File: src/rtl/mem_access.sv
// Memory-access stage: passes ALU results to write-back in one cycle and runs
// LDR/STR(B) through a request/acknowledge data-memory port, stalling upstream while busy.
module mem_access (
    input  logic        clk_i,
    input  logic        reset_i,
    input  logic [31:0] inst_i,
    input  logic [31:0] alu_data_i,
    input  logic [31:0] store_data_i,
    input  logic [3:0]  rd_addr_i,
    input  logic        do_write_i,
    input  logic        cond_met_i,
    input  logic        valid_i,
    input  logic        flush_i,
    output logic        dmem_req_o,
    output logic        dmem_we_o,
    output logic [31:0] dmem_addr_o,
    output logic [3:0]  dmem_be_o,
    output logic [31:0] dmem_wdata_o,
    input  logic        dmem_ack_i,
    input  logic [31:0] dmem_rdata_i,
    output logic [31:0] wb_data_o,
    output logic [3:0]  wb_addr_o,
    output logic        wb_en_o,
    output logic        stall_o
);

    typedef enum logic {
        IDLE = 1'b0,
        BUSY = 1'b1
    } state_t;

    state_t      r_state;
    state_t      w_next_state;

    logic        w_live;
    logic        w_is_mem;
    logic        w_accept_mem;
    logic        w_accept_alu;
    logic        w_done;

    logic        r_we;
    logic        r_byte;
    logic [1:0]  r_lane;
    logic [3:0]  r_rd;
    logic [31:0] r_addr;
    logic [3:0]  r_be;
    logic [31:0] r_wdata;

    logic [3:0]  w_be_in;
    logic [31:0] w_wdata_in;
    logic [7:0]  w_load_byte;
    logic [31:0] w_load_data;

    logic [31:0] r_wb_data;
    logic [3:0]  r_wb_addr;
    logic        r_wb_en;

    logic        w_unused;

    assign w_live   = valid_i & ~flush_i & cond_met_i;
    assign w_is_mem = (inst_i[27:26] == 2'b01);

    always_comb begin
        w_next_state = r_state;
        w_accept_mem = 1'b0;
        w_accept_alu = 1'b0;
        w_done       = 1'b0;
        case (r_state)
            IDLE: begin
                if (w_live) begin
                    if (w_is_mem) begin
                        w_accept_mem = 1'b1;
                        w_next_state = BUSY;
                    end else begin
                        w_accept_alu = 1'b1;
                    end
                end
            end
            BUSY: begin
                // Flush is deliberately not looked at here: the access in flight is older than the branch.
                if (dmem_ack_i) begin
                    w_done       = 1'b1;
                    w_next_state = IDLE;
                end
            end
            default: w_next_state = IDLE;
        endcase
    end

    always_ff @(posedge clk_i or negedge reset_i) begin
        if (!reset_i) begin
            r_state <= IDLE;
        end else begin
            r_state <= w_next_state;
        end
    end

    assign w_be_in    = inst_i[22] ? (4'b0001 << alu_data_i[1:0]) : 4'hF;
    assign w_wdata_in = inst_i[22] ? {4{store_data_i[7:0]}} : store_data_i;

    // Byte enables and write data are registered at acceptance so the port never sees inst_i directly.
    always_ff @(posedge clk_i or negedge reset_i) begin
        if (!reset_i) begin
            r_we    <= 1'b0;
            r_byte  <= 1'b0;
            r_lane  <= 2'b00;
            r_rd    <= 4'h0;
            r_addr  <= 32'h0;
            r_be    <= 4'h0;
            r_wdata <= 32'h0;
        end else if (w_accept_mem) begin
            r_we    <= ~inst_i[20];
            r_byte  <= inst_i[22];
            r_lane  <= alu_data_i[1:0];
            r_rd    <= rd_addr_i;
            r_addr  <= {alu_data_i[31:2], 2'b00};
            r_be    <= w_be_in;
            r_wdata <= w_wdata_in;
        end
    end

    always_comb begin
        w_load_byte = dmem_rdata_i[7:0];
        case (r_lane)
            2'd0: w_load_byte = dmem_rdata_i[7:0];
            2'd1: w_load_byte = dmem_rdata_i[15:8];
            2'd2: w_load_byte = dmem_rdata_i[23:16];
            2'd3: w_load_byte = dmem_rdata_i[31:24];
            default: w_load_byte = dmem_rdata_i[7:0];
        endcase
    end

    assign w_load_data = r_byte ? {24'h0, w_load_byte} : dmem_rdata_i;

    always_ff @(posedge clk_i or negedge reset_i) begin
        if (!reset_i) begin
            r_wb_data <= 32'h0;
            r_wb_addr <= 4'h0;
            r_wb_en   <= 1'b0;
        end else begin
            r_wb_en <= 1'b0;
            if (w_accept_alu) begin
                r_wb_data <= alu_data_i;
                r_wb_addr <= rd_addr_i;
                r_wb_en   <= do_write_i;
            end else if (w_done && !r_we) begin
                r_wb_data <= w_load_data;
                r_wb_addr <= r_rd;
                r_wb_en   <= 1'b1;
            end
        end
    end

    assign dmem_req_o   = (r_state == BUSY);
    assign stall_o      = (r_state == BUSY);
    assign dmem_we_o    = r_we;
    assign dmem_addr_o  = r_addr;
    assign dmem_be_o    = r_be;
    assign dmem_wdata_o = r_wdata;

    assign wb_data_o = r_wb_data;
    assign wb_addr_o = r_wb_addr;
    assign wb_en_o   = r_wb_en;

    assign w_unused = ^{inst_i[31:28], inst_i[25:23], inst_i[21], inst_i[19:0]};

endmodule

File: config.mk
export PLATFORM = sky130hd
export DESIGN_NAME = mem_access
export DESIGN_NICKNAME = d
export VERILOG_FILES = /design/src/rtl/mem_access.sv
export SDC_FILE = /design/constraint.sdc
export NUM_CORES = 1
export LEC_CHECK = 0
export ABC_AREA = 0
export CORE_MARGIN = 3
export CORE_UTILIZATION = 43
export CTS_CLUSTER_SIZE = 16
export DETAILED_ROUTE_END_ITERATION = 8
export PLACE_DENSITY = 0.91
export SETUP_SLACK_MARGIN = 0.15
export SLEW_MARGIN = 20
export SYNTH_ARGS = -nofsm -noshare
export SYNTH_HDL_FRONTEND = slang
export SYNTH_SLANG_ARGS = --single-unit
File: constraint.sdc
create_clock -name clk_i -period 2.75 [get_ports clk_i]
set_clock_uncertainty 0.1 [all_clocks]
set_input_delay 0.825 -clock clk_i [delete_from_list [all_inputs] [get_ports clk_i]]
set_output_delay 0.825 -clock clk_i [all_outputs]
set_load 0.05 [all_outputs]
==> flow_summary_export.csv, run 1 <==
group,metric,value,unit
synth,syn_inst,404,
synth,yosysSeqAreaShare,0.576,
setup_path,r2r_start,"dmem_req_o",
worst_hold_path,min_from,"dmem_be_o[3]",
timing,fin_crit_sh,0.914,
timing,setup_viol,0,
place,portBuffers,216,
route,detail-route-antenna-nets,0,
power_and_ir_drop,power_leakage,3.35,nW
synth,avgSynthCellArea,12.0,µm²
power_and_ir_drop,powerDensity,875,nW/µm²
timing,finalCriticalPeriod,2.51,ns
route,vias_per_cell,5.41,
route,wl,14.6,mm
grt,grt_pass1_vias,4364,
power_and_ir_drop,ir_drop,0.000478,V
setup_path,cpMaxStageDelayCell,"clkdlybuf4s50_1",
worst_hold_path,hold_depth,1,
floorplan,die_x,112,µm
floorplan,rows,38,
setup_path,timing.rr.end,"wb_data_o[15]",
timing,hold_viol,0,
setup_path,worstPathCellList,"clkdlybuf4s50_1",
route,drc,9,
setup_path,slowest_delay,0.84,ns
setup_path,ff2ff_setup_slack,0.73,ns
floorplan,die-area,12600,µm²
cells_and_area,fillers,801,
clocking,cts_tree,"done",
route,wire_per_inst,19.2,µm
timing,slew_headroom,0.323,
setup_path,cp_max_fo,6,
power_and_ir_drop,power.total,6.56,mW
worst_hold_path,whs_endpoint,"dmem_be_o[3]",
clocking,clk_latency,0.34,ns
synth,async_reset_ff_frac,1.00,
route,first_pass_iters,9,
place,dpl.hpwl,10.8,mm
cells_and_area,stdcell_count,757,
setup_path,path_class,"flop to primary output",
timing,setup_ws,0.237,ns
synth,synth_edf_count,0,
synth,synthDistinctLibCells,33,
synth,synth_top_flop_cell,"dfrtp_1",
floorplan,core,10900,µm²
route,vias,4092,
clocking,htree_levels,3,
place,pre_cts_ws,-0.0962,ns
place,placedCellCount,741,
grt,grt_start_max_net_pins,113,
clocking,path_clk_slew,0.07,ns
synth,yosys_register_bits,112,
grt,grt_remaining_overflow,0,
setup_path,cp_num_buf_inv,1,
place,placed_cell_area,7180,µm²
grt,grt_pass1_wl,23.2,mm
grt,grtUsageTotal,0.234,
setup_path,cp-end-kind,"primary output",
clocking,hold_buffers,0,
floorplan,ios,247,
worst_hold_path,hp-class,"flop to flop",
route,drt-initial-drc-count,353,
cells_and_area,drive_above_1_share,0.135,
timing,worst_pin_slew,1.01,ns
outcome,status,"complete, but fails checks",
clocking,cts_buffers,9,
place,place.gp.congestion,0.834,
setup_path,cp.arrival,1.59,ns
cells_and_area,fin_nets,751,
clocking,root_buffer,"clkbuf_16",
outcome,violations,"design-rule violations",
timing,finalSetupTns,0,ns
setup_path,r2r_cells,4,
job,drv_cap,0,
synth,yosysWarningCount,0,
floorplan,initial_core_util,0.445,
setup_path,crit_path_start_kind,"flop",
setup_path,crit_family,"buffers and inverters",
clocking,cts_resized,0,
clocking,post-cts-setup-buffers,0,
clocking,clock_sinks,112,
timing,max_freq,398,MHz
synth,syn-cell-area,4870,µm²
floorplan,die_h,112,µm
cells_and_area,area_growth,54.1,%
cells_and_area,diodes,0,
setup_path,cp.required,1.83,ns
clocking,cts_buffer_depth,2,
cells_and_area,final_area,7500,µm²
timing,maxSlewViolCount,0,
timing,grt_setup_unrepaired,"no",
grt,antenna_found_initial,0,
-- layout make-up --
class,instances,area (µm²),area share
multi-input combinational,242,1820,0.243
inverter,21,78.8,0.0105
tap,140,175,0.0234
sequential,112,2800,0.374
clock buffer,9,225,0.0300
timing repair buffer,226,2300,0.306
clock inverter,7,93.8,0.0125
-- kinds of logic (layout without fill, tap and decap cells) --
| kind of cell | Yosys count | after routing | synth area share |
|---|---|---|---|
| flops | 112 | 112 | 0.576 |
| other cells | 1 | 2 | 0.000771 |
| buf+inv | 51 | 263 | 0.0530 |
| mux | 76 | 76 | 0.169 |
| simple gates | 70 | 70 | 0.0681 |
| compound gates | 94 | 94 | 0.133 |
-- registers in the layout, summed over array words and instances (netlist names), 2 cells and up --
| register | flops |
|---|---|
| dmem_addr_o | 30 |
| dmem_be_o | 4 |
| dmem_wdata_o | 32 |
| r_lane | 2 |
| r_rd | 4 |
| wb_addr_o | 4 |
| wb_data_o | 32 |
-- synthesized netlist by cell type (2+ instances only) --
| cell | instances | area share |
|---|---|---|
| mux2i_1 | 25 | 0.051 |
| nor3_1 | 2 | 0.0021 |
| a22oi_1 | 14 | 0.022 |
| o221ai_1 | 2 | 0.0036 |
| mux2_2 | 51 | 0.12 |
| inv_1 | 21 | 0.016 |
| nand3b_1 | 6 | 0.0093 |
| buf_4 | 3 | 0.0046 |
| buf_2 | 8 | 0.0082 |
| a311oi_1 | 2 | 0.0036 |
| buf_6 | 6 | 0.014 |
| dfrtp_1 | 112 | 0.58 |
| a211oi_1 | 2 | 0.0031 |
| a21o_1 | 3 | 0.0046 |
| nand2b_1 | 3 | 0.0039 |
| nor2_1 | 2 | 0.0015 |
| o21ai_0 | 44 | 0.045 |
| a221o_1 | 4 | 0.0082 |
| nand2_1 | 49 | 0.038 |
| a21oi_1 | 3 | 0.0031 |
| clkbuf_1 | 12 | 0.0093 |
| a222oi_1 | 17 | 0.035 |
| nor2b_1 | 3 | 0.0039 |
-- worst max-delay path by stage --
stage	start	to	slack [ns]	depth (start not counted)
6_report	dmem_req_o	dmem_req_o	0.24	1
5_1_grt	inst_i[27]	wb_data_o[16]	0.17	5
4_1_cts	dmem_req_o	dmem_req_o	0.22	1
3_5_place_dp	flush_i	wb_data_o[16]	-0.1	5
3_3_place_gp	flush_i	wb_data_o[23]	0.0008	5
2_1_floorplan	valid_i	wb_data_o[18]	0.74	6
-- power breakdown --
group          internal (mW)  total, mW  switching [mW]
logic                   1.04       2.88            1.83
clock network          0.799       1.39           0.590
registers               2.04       2.29           0.256
total                   3.88       6.56            2.68
-- placed cells by master, fill, tap and decap left out, types with 2 or more instances in the layout --
cell	synthesis	layout
nand2b_1	3	3
clkinvlp_4	0	2
conb_1	1	2
clkinv_2	0	2
nand2_1	49	49
nor2b_1	3	3
inv_1	21	21
buf_12	0	5
clkbuf_16	0	9
a21oi_1	3	3
a21o_1	3	3
clkdlybuf4s50_1	0	215
o221ai_1	2	2
o21ai_0	44	44
nand3b_1	6	6
a222oi_1	17	17
a221o_1	4	4
bufinv_16	0	2
a311oi_1	2	2
dfrtp_1	112	112
mux2i_1	25	25
nor3_1	2	2
buf_4	3	6
a22oi_1	14	14
a211oi_1	2	2
mux2_2	51	51
-- metrics by stage --
step	hold WS [ns]	utilization
floorplan	0.368	-
global placement	0.359	0.656
detailed placement	0.369	0.656
CTS	0.382	0.686
global route	0.400	0.686
finish	0.378	0.686
-- per-layer routing --
layer,global-route usage,routed length [µm]
met1,0.284,5680
met2,0.385,7050
met3,0.0776,1450
met4,0.0921,391
met5,0,0
(Power assumes the default switching activity.)
==> run 2: changes to the inputs <==
--- a/config.mk
+++ b/config.mk
@@ -7,12 +7,12 @@
 export LEC_CHECK = 0
 export ABC_AREA = 0
 export CORE_MARGIN = 3
-export CORE_UTILIZATION = 43
+export CORE_UTILIZATION = 40
 export CTS_CLUSTER_SIZE = 16
 export DETAILED_ROUTE_END_ITERATION = 8
-export PLACE_DENSITY = 0.91
+export PLACE_DENSITY = 0.85
 export SETUP_SLACK_MARGIN = 0.15
-export SLEW_MARGIN = 20
+export SLEW_MARGIN = 10
 export SYNTH_ARGS = -nofsm -noshare
 export SYNTH_HDL_FRONTEND = slang
 export SYNTH_SLANG_ARGS = --single-unit
==> constraint.sdc (replaced) <==
create_clock -name clk_i -period 2.4 [get_ports clk_i]
set_clock_uncertainty 0.1 [all_clocks]
set_input_delay 0.72 -clock clk_i [delete_from_list [all_inputs] [get_ports clk_i]]
set_output_delay 0.72 -clock clk_i [all_outputs]
set_load 0.05 [all_outputs]
==> run 2 against run 1 <==
  * The run now ends clean
  * Global-route usage is 1.1 points lower
  * Worst hold slack worse by 0.16 ns
  * Sequential share of layout area hardly changed
  * Flip-flop and latch count stayed put
  * Non-clock buffer count is 11 higher
  * Core utilization is 4.3 points lower
  * Critical path type unchanged
  * Critical endpoint unchanged
  * Largest cell class unchanged
  * Largest power group unchanged
==> flow_summary_export.csv, run 2 (synthesis results as in run 1) <==
group,metric,value,unit
outcome,status,"finished clean",
floorplan,ios,247,
setup_path,cp.arrival,1.32,ns
route,wire_per_inst,19.3,µm
route,first_pass_iters,6,
grt,grt_remaining_overflow,0,
power_and_ir_drop,power_frac_seq,0.356,
timing,maxSlewViolCount,0,
worst_hold_path,hp-class,"input pin to asynchronous set/reset pin",
clocking,cts_tree,"done",
setup_path,r2r_start,"r_lane[0]",
timing,setup_viol,0,
setup_path,cp-end-kind,"primary output",
setup_path,crit_family,"buffers and inverters",
cells_and_area,final_area,7490,µm²
route,detail-route-antenna-nets,0,
route,vias_per_cell,5.38,
setup_path,cpMaxStageDelayCell,"dlygate4sd2_1",
setup_path,crit_start,"dmem_req_o",
route,wl,14.9,mm
setup_path,cp_num_buf_inv,1,
setup_path,path_class,"flop to primary output",
setup_path,crit_path_start_kind,"flop",
grt,grtUsageTotal,0.223,
timing,hold_viol,0,
setup_path,cp_max_fo,6,
cells_and_area,area_growth,53.9,%
place,placed_cell_area,7290,µm²
timing,finalCriticalPeriod,2.14,ns
clocking,clock_sinks,112,
floorplan,initial_core_util,0.417,
timing,grt_setup_unrepaired,"no",
setup_path,cp.required,1.58,ns
timing,fin_crit_sh,0.890,
place,dpl.hpwl,11.4,mm
power_and_ir_drop,power_leakage,3.68,nW
setup_path,worstPathCellList,"dlygate4sd2_1",
route,drt-initial-drc-count,352,
cells_and_area,fillers,927,
power_and_ir_drop,p_switching,3.08,mW
floorplan,core,11700,µm²
timing,slew_headroom,0.637,
power_and_ir_drop,ir_drop,0.000561,V
floorplan,die_h,116,µm
power_and_ir_drop,internal-power,4.18,mW
cells_and_area,final_cell_mix,"112 x dfrtp_1, 109 x clkdlybuf4s50_1, 97 x dlygate4sd2_1, 51 x mux2_2, 49 x nand2_1",
power_and_ir_drop,p_comb_frac,0.421,
clocking,cts_buffers,9,
cells_and_area,fin_nets,762,
cells_and_area,post-route-util,0.642,
clocking,root_buffer,"clkbuf_16",
floorplan,die-area,13500,µm²
grt,grt_start_max_net_pins,50,
grt,grt_pass1_wl,23.1,mm
cells_and_area,diodes,0,
job,drv_cap,0,
setup_path,slowest_delay,0.56,ns
clocking,path_clk_slew,0.08,ns
cells_and_area,drive_above_1_share,0.164,
cells_and_area,layout_commonest_cell,"dfrtp_1",
clocking,htree_levels,3,
timing,max_freq,468,MHz
grt,grt_pass1_vias,4381,
timing,holdWs,0.219,ns
floorplan,rows,39,
route,vias,4148,
clocking,clk_latency,0.34,ns
power_and_ir_drop,power_frac_clock,0.223,
clocking,cts_buffer_depth,2,
route,drc,0,
grt,antenna_found_initial,0,
floorplan,die_x,116,µm
power_and_ir_drop,powerDensity,969,nW/µm²
place,portBuffers,216,
timing,worst_pin_slew,0.547,ns
power_and_ir_drop,netSwitchingFraction,0.424,
place,place.gp.congestion,0.826,
run 2: changes by cell type in the layout (fill, tap and decap cells not counted):
cell and change:
buf_12 +4, buf_4 +16, clkdlybuf4s50_1 -106, clkinv_4 +1, clkinvlp_4 -1, dlygate4sd2_1 +97
run 2: final timing paths:
check / slack, ns / to / depth (start not counted)
max: 0.26 / dmem_req_o / 1
max in group asynchronous: 1.34 / wb_data_o[16] / 2
max reg2reg: 0.58 / wb_data_o[1] / 3
min reg2reg: 0.37 / dmem_wdata_o[22] / 2
min in group clk_i: 0.37 / dmem_wdata_o[22] / 2
min: 0.22 / dmem_wdata_o[4] / 1
run 2: final cells by class:
type / count / area (µm²) / share of cell area
Sequential cell: 112 / 2800 / 0.374
Tap cell: 143 / 179 / 0.0239
Clock inverter: 7 / 95.1 / 0.0127
Timing Repair Buffer: 237 / 2290 / 0.305
Clock buffer: 9 / 225 / 0.0301
Multi-Input combinational cell: 242 / 1820 / 0.244
Inverter: 21 / 78.8 / 0.0105
run 2: routing by layer:
layer  up-vias  track usage  share of wire
li1       1891            -              -
met1      2039        0.261           0.39
met2       201        0.384           0.51
met3        17       0.0736          0.092
met4         0       0.0773          0.014
met5         -            0              0
run 2: stage by stage:
| stage | cells | setup slack, ns | TNS, ns | total power [mW] |
|---|---|---|---|---|
| after floorplan | 405 | 0.436 | 0 | 4.64 |
| after global placement | 755 | 0.0405 | 0 | 5.90 |
| after detailed placement | 755 | -0.0144 | -0.0294 | 5.98 |
| after CTS | 771 | 0.243 | 0 | 7.32 |
| after global routing | 771 | 0.206 | 0 | 7.58 |
| final | 771 | 0.265 | 0 | 7.26 |
run 2: power groups by stage:
stage | registers (mW) | clock network (mW) | logic (mW)
after floorplan | 4.08 | 0 | 0.559
after global placement | 2.60 | 0 | 3.30
after detailed placement | 2.63 | 0 | 3.35
after CTS | 2.59 | 1.65 | 3.08
after global routing | 2.64 | 1.73 | 3.21
final | 2.59 | 1.62 | 3.06
run 2: repair_timing:
action | in CTS | in global routing
hold buffers | 0 | 0
setup endpoints to repair | 97 | 0
setup buffers | 0 | 0
gates resized for setup | 97 | 0
==> run 3: changes to the inputs <==
--- a/config.mk
+++ b/config.mk
@@ -10,7 +10,8 @@
 export CORE_UTILIZATION = 40
 export CTS_CLUSTER_SIZE = 16
 export DETAILED_ROUTE_END_ITERATION = 8
-export PLACE_DENSITY = 0.85
+export GPL_TIMING_DRIVEN = 0
+export PLACE_DENSITY_LB_ADDON = 0.05
 export SETUP_SLACK_MARGIN = 0.15
 export SLEW_MARGIN = 10
 export SYNTH_ARGS = -nofsm -noshare
==> run 3 against run 2 <==
  * Sequential share of layout area rose by 0.51 points
  * Worst hold slack improved by 0.011 ns
  * Highest routed layer unchanged
  * First-iteration DRC count fell by 42%
  * Combinational power barely moved
  * Die area did not move
  * Via count rose by 0.14%
  * Maximum frequency fell by 1.4%
  * Critical path type is now input pin to flop
==> flow_summary_export.csv, run 3 (synthesis results as in run 1) <==
group,metric,value,unit
floorplan,die-area,13500,µm²
timing,grt_setup_unrepaired,"no",
floorplan,initial_core_util,0.417,
clocking,cts_buffers,9,
setup_path,cp.arrival,2.26,ns
outcome,status,"finished clean",
cells_and_area,diodes,0,
setup_path,cp.required,2.50,ns
clocking,root_buffer,"clkbuf_16",
route,drt-initial-drc-count,203,
cells_and_area,drive_above_1_share,0.151,
power_and_ir_drop,ir_drop,0.000495,V
setup_path,r2r_start,"dmem_req_o",
setup_path,path_class,"input pin to flop",
route,vias_per_cell,5.33,
power_and_ir_drop,power_leakage,3.64,nW
timing,max_freq,462,MHz
setup_path,ff2ff_setup_slack,0.61,ns
setup_path,cp-end-kind,"flop",
place,placedCellCount,764,
route,vias,4154,
power_and_ir_drop,powerDensity,958,nW/µm²
route,first_pass_iters,6,
grt,grt_pass1_wl,23.4,mm
grt,grtUsageTotal,0.227,
clocking,cts_tree,"done",
floorplan,rows,39,
job,drv_cap,0,
route,detail-route-antenna-nets,0,
place,dpl.hpwl,11.6,mm
place,portBuffers,215,
timing,fin_crit_sh,0.902,
grt,grt_pass1_vias,4327,
route,wl,15.2,mm
power_and_ir_drop,power.total,7.08,mW
clocking,clock_sinks,112,
grt,grt_start_max_net_pins,58,
route,wire_per_inst,19.5,µm
floorplan,core,11700,µm²
clocking,path_clk_slew,0.07,ns
clocking,htree_levels,3,
setup_path,r2r_cells,5,
setup_path,cp_max_fo,10,
cells_and_area,stdcell_count,780,
grt,antenna_found_initial,0,
floorplan,die_x,116,µm
setup_path,timing.rr.end,"dmem_req_o",
cells_and_area,final_cell_mix,"112 x dfrtp_1, 108 x clkdlybuf4s50_1, 105 x dlygate4sd2_1, 51 x mux2_2, 49 x nand2_1",
setup_path,crit_path_start_kind,"input pin",
route,drc,0,
clocking,clk_latency,0.35,ns
grt,grt_remaining_overflow,0,
timing,slew_headroom,0.521,
cells_and_area,area_growth,51.9,%
worst_hold_path,hp-class,"input pin to asynchronous set/reset pin",
clocking,cts_buffer_depth,2,
timing,hold_viol,0,
timing,finalCriticalPeriod,2.17,ns
place,place.gp.congestion,0.863,
floorplan,die_h,116,µm
cells_and_area,layout_commonest_cell,"dfrtp_1",
timing,worst_pin_slew,0.718,ns
timing,setup_viol,0,
cells_and_area,fin_nets,771,
timing,maxSlewViolCount,0,
floorplan,ios,247,
clocking,hold_buffers,0,
[run 3: layout make-up]
type                       count  area [µm²]
clock buffer                  10         229
clock inverter                 6        60.1
multi-input combinational    242        1810
inverter                      21        78.8
buffer                        30         185
fill                         970        4270
timing repair buffer         216        2040
sequential                   112        2800
tap                          143         179
[run 3: layer usage]
layer	routed length [µm]	GRT usage	share of wire
met5	0	0	0
met4	343	0.0797	0.023
met1	6090	0.276	0.40
met2	7320	0.380	0.48
met3	1470	0.0720	0.096
[run 3: where the power goes]
part	switching, mW	internal [mW]	total, mW
clock network	0.679	0.805	1.48
logic	2.13	0.909	3.04
registers	0.225	2.33	2.56
[run 3: through the flow]
stage / setup WS (ns) / cell area, µm² / util / setup TNS, ns / hold slack (ns)
floorplan: 0.436 / 4870 / - / 0 / 0.324
global placement: -3.91 / 7200 / 0.617 / -445.48 / 0.360
detailed placement: -0.360 / 7230 / 0.620 / -10.74 / 0.365
CTS: 0.158 / 7390 / 0.634 / 0 / 0.244
global route: 0.151 / 7390 / 0.634 / 0 / 0.260
finish: 0.235 / 7390 / 0.634 / 0 / 0.229
[run 3: timing repair]
action | 4_1_cts | 5_1_grt
buffers inserted | 0 | 0
endpoints found under the setup margin | 120 | 8
cloned | 0 | 0
resized for setup | 110 | 5
pin swaps | 0 | 0
[run 3: worst max path at each step]
stage / startpoint / cells after the start / end
final: inst_i[27] / 6 / dmem_req_o
after global routing: inst_i[27] / 6 / dmem_we_o
after CTS: dmem_req_o / 2 / stall_o
after detailed placement: dmem_ack_i / 6 / wb_data_o[29]
after global placement: reset_i / 1 / dmem_wdata_o[7]
after floorplan: dmem_req_o / 6 / wb_data_o[18]
[run 3: worst max-delay path: stages]
cell	delay (ns)
clkdlybuf4s50_1	0.44
nand2b_1	0.16
nand2b_2	0.18
buf_6	0.16
clkbuf_1	0.42
o21ai_0	0.18
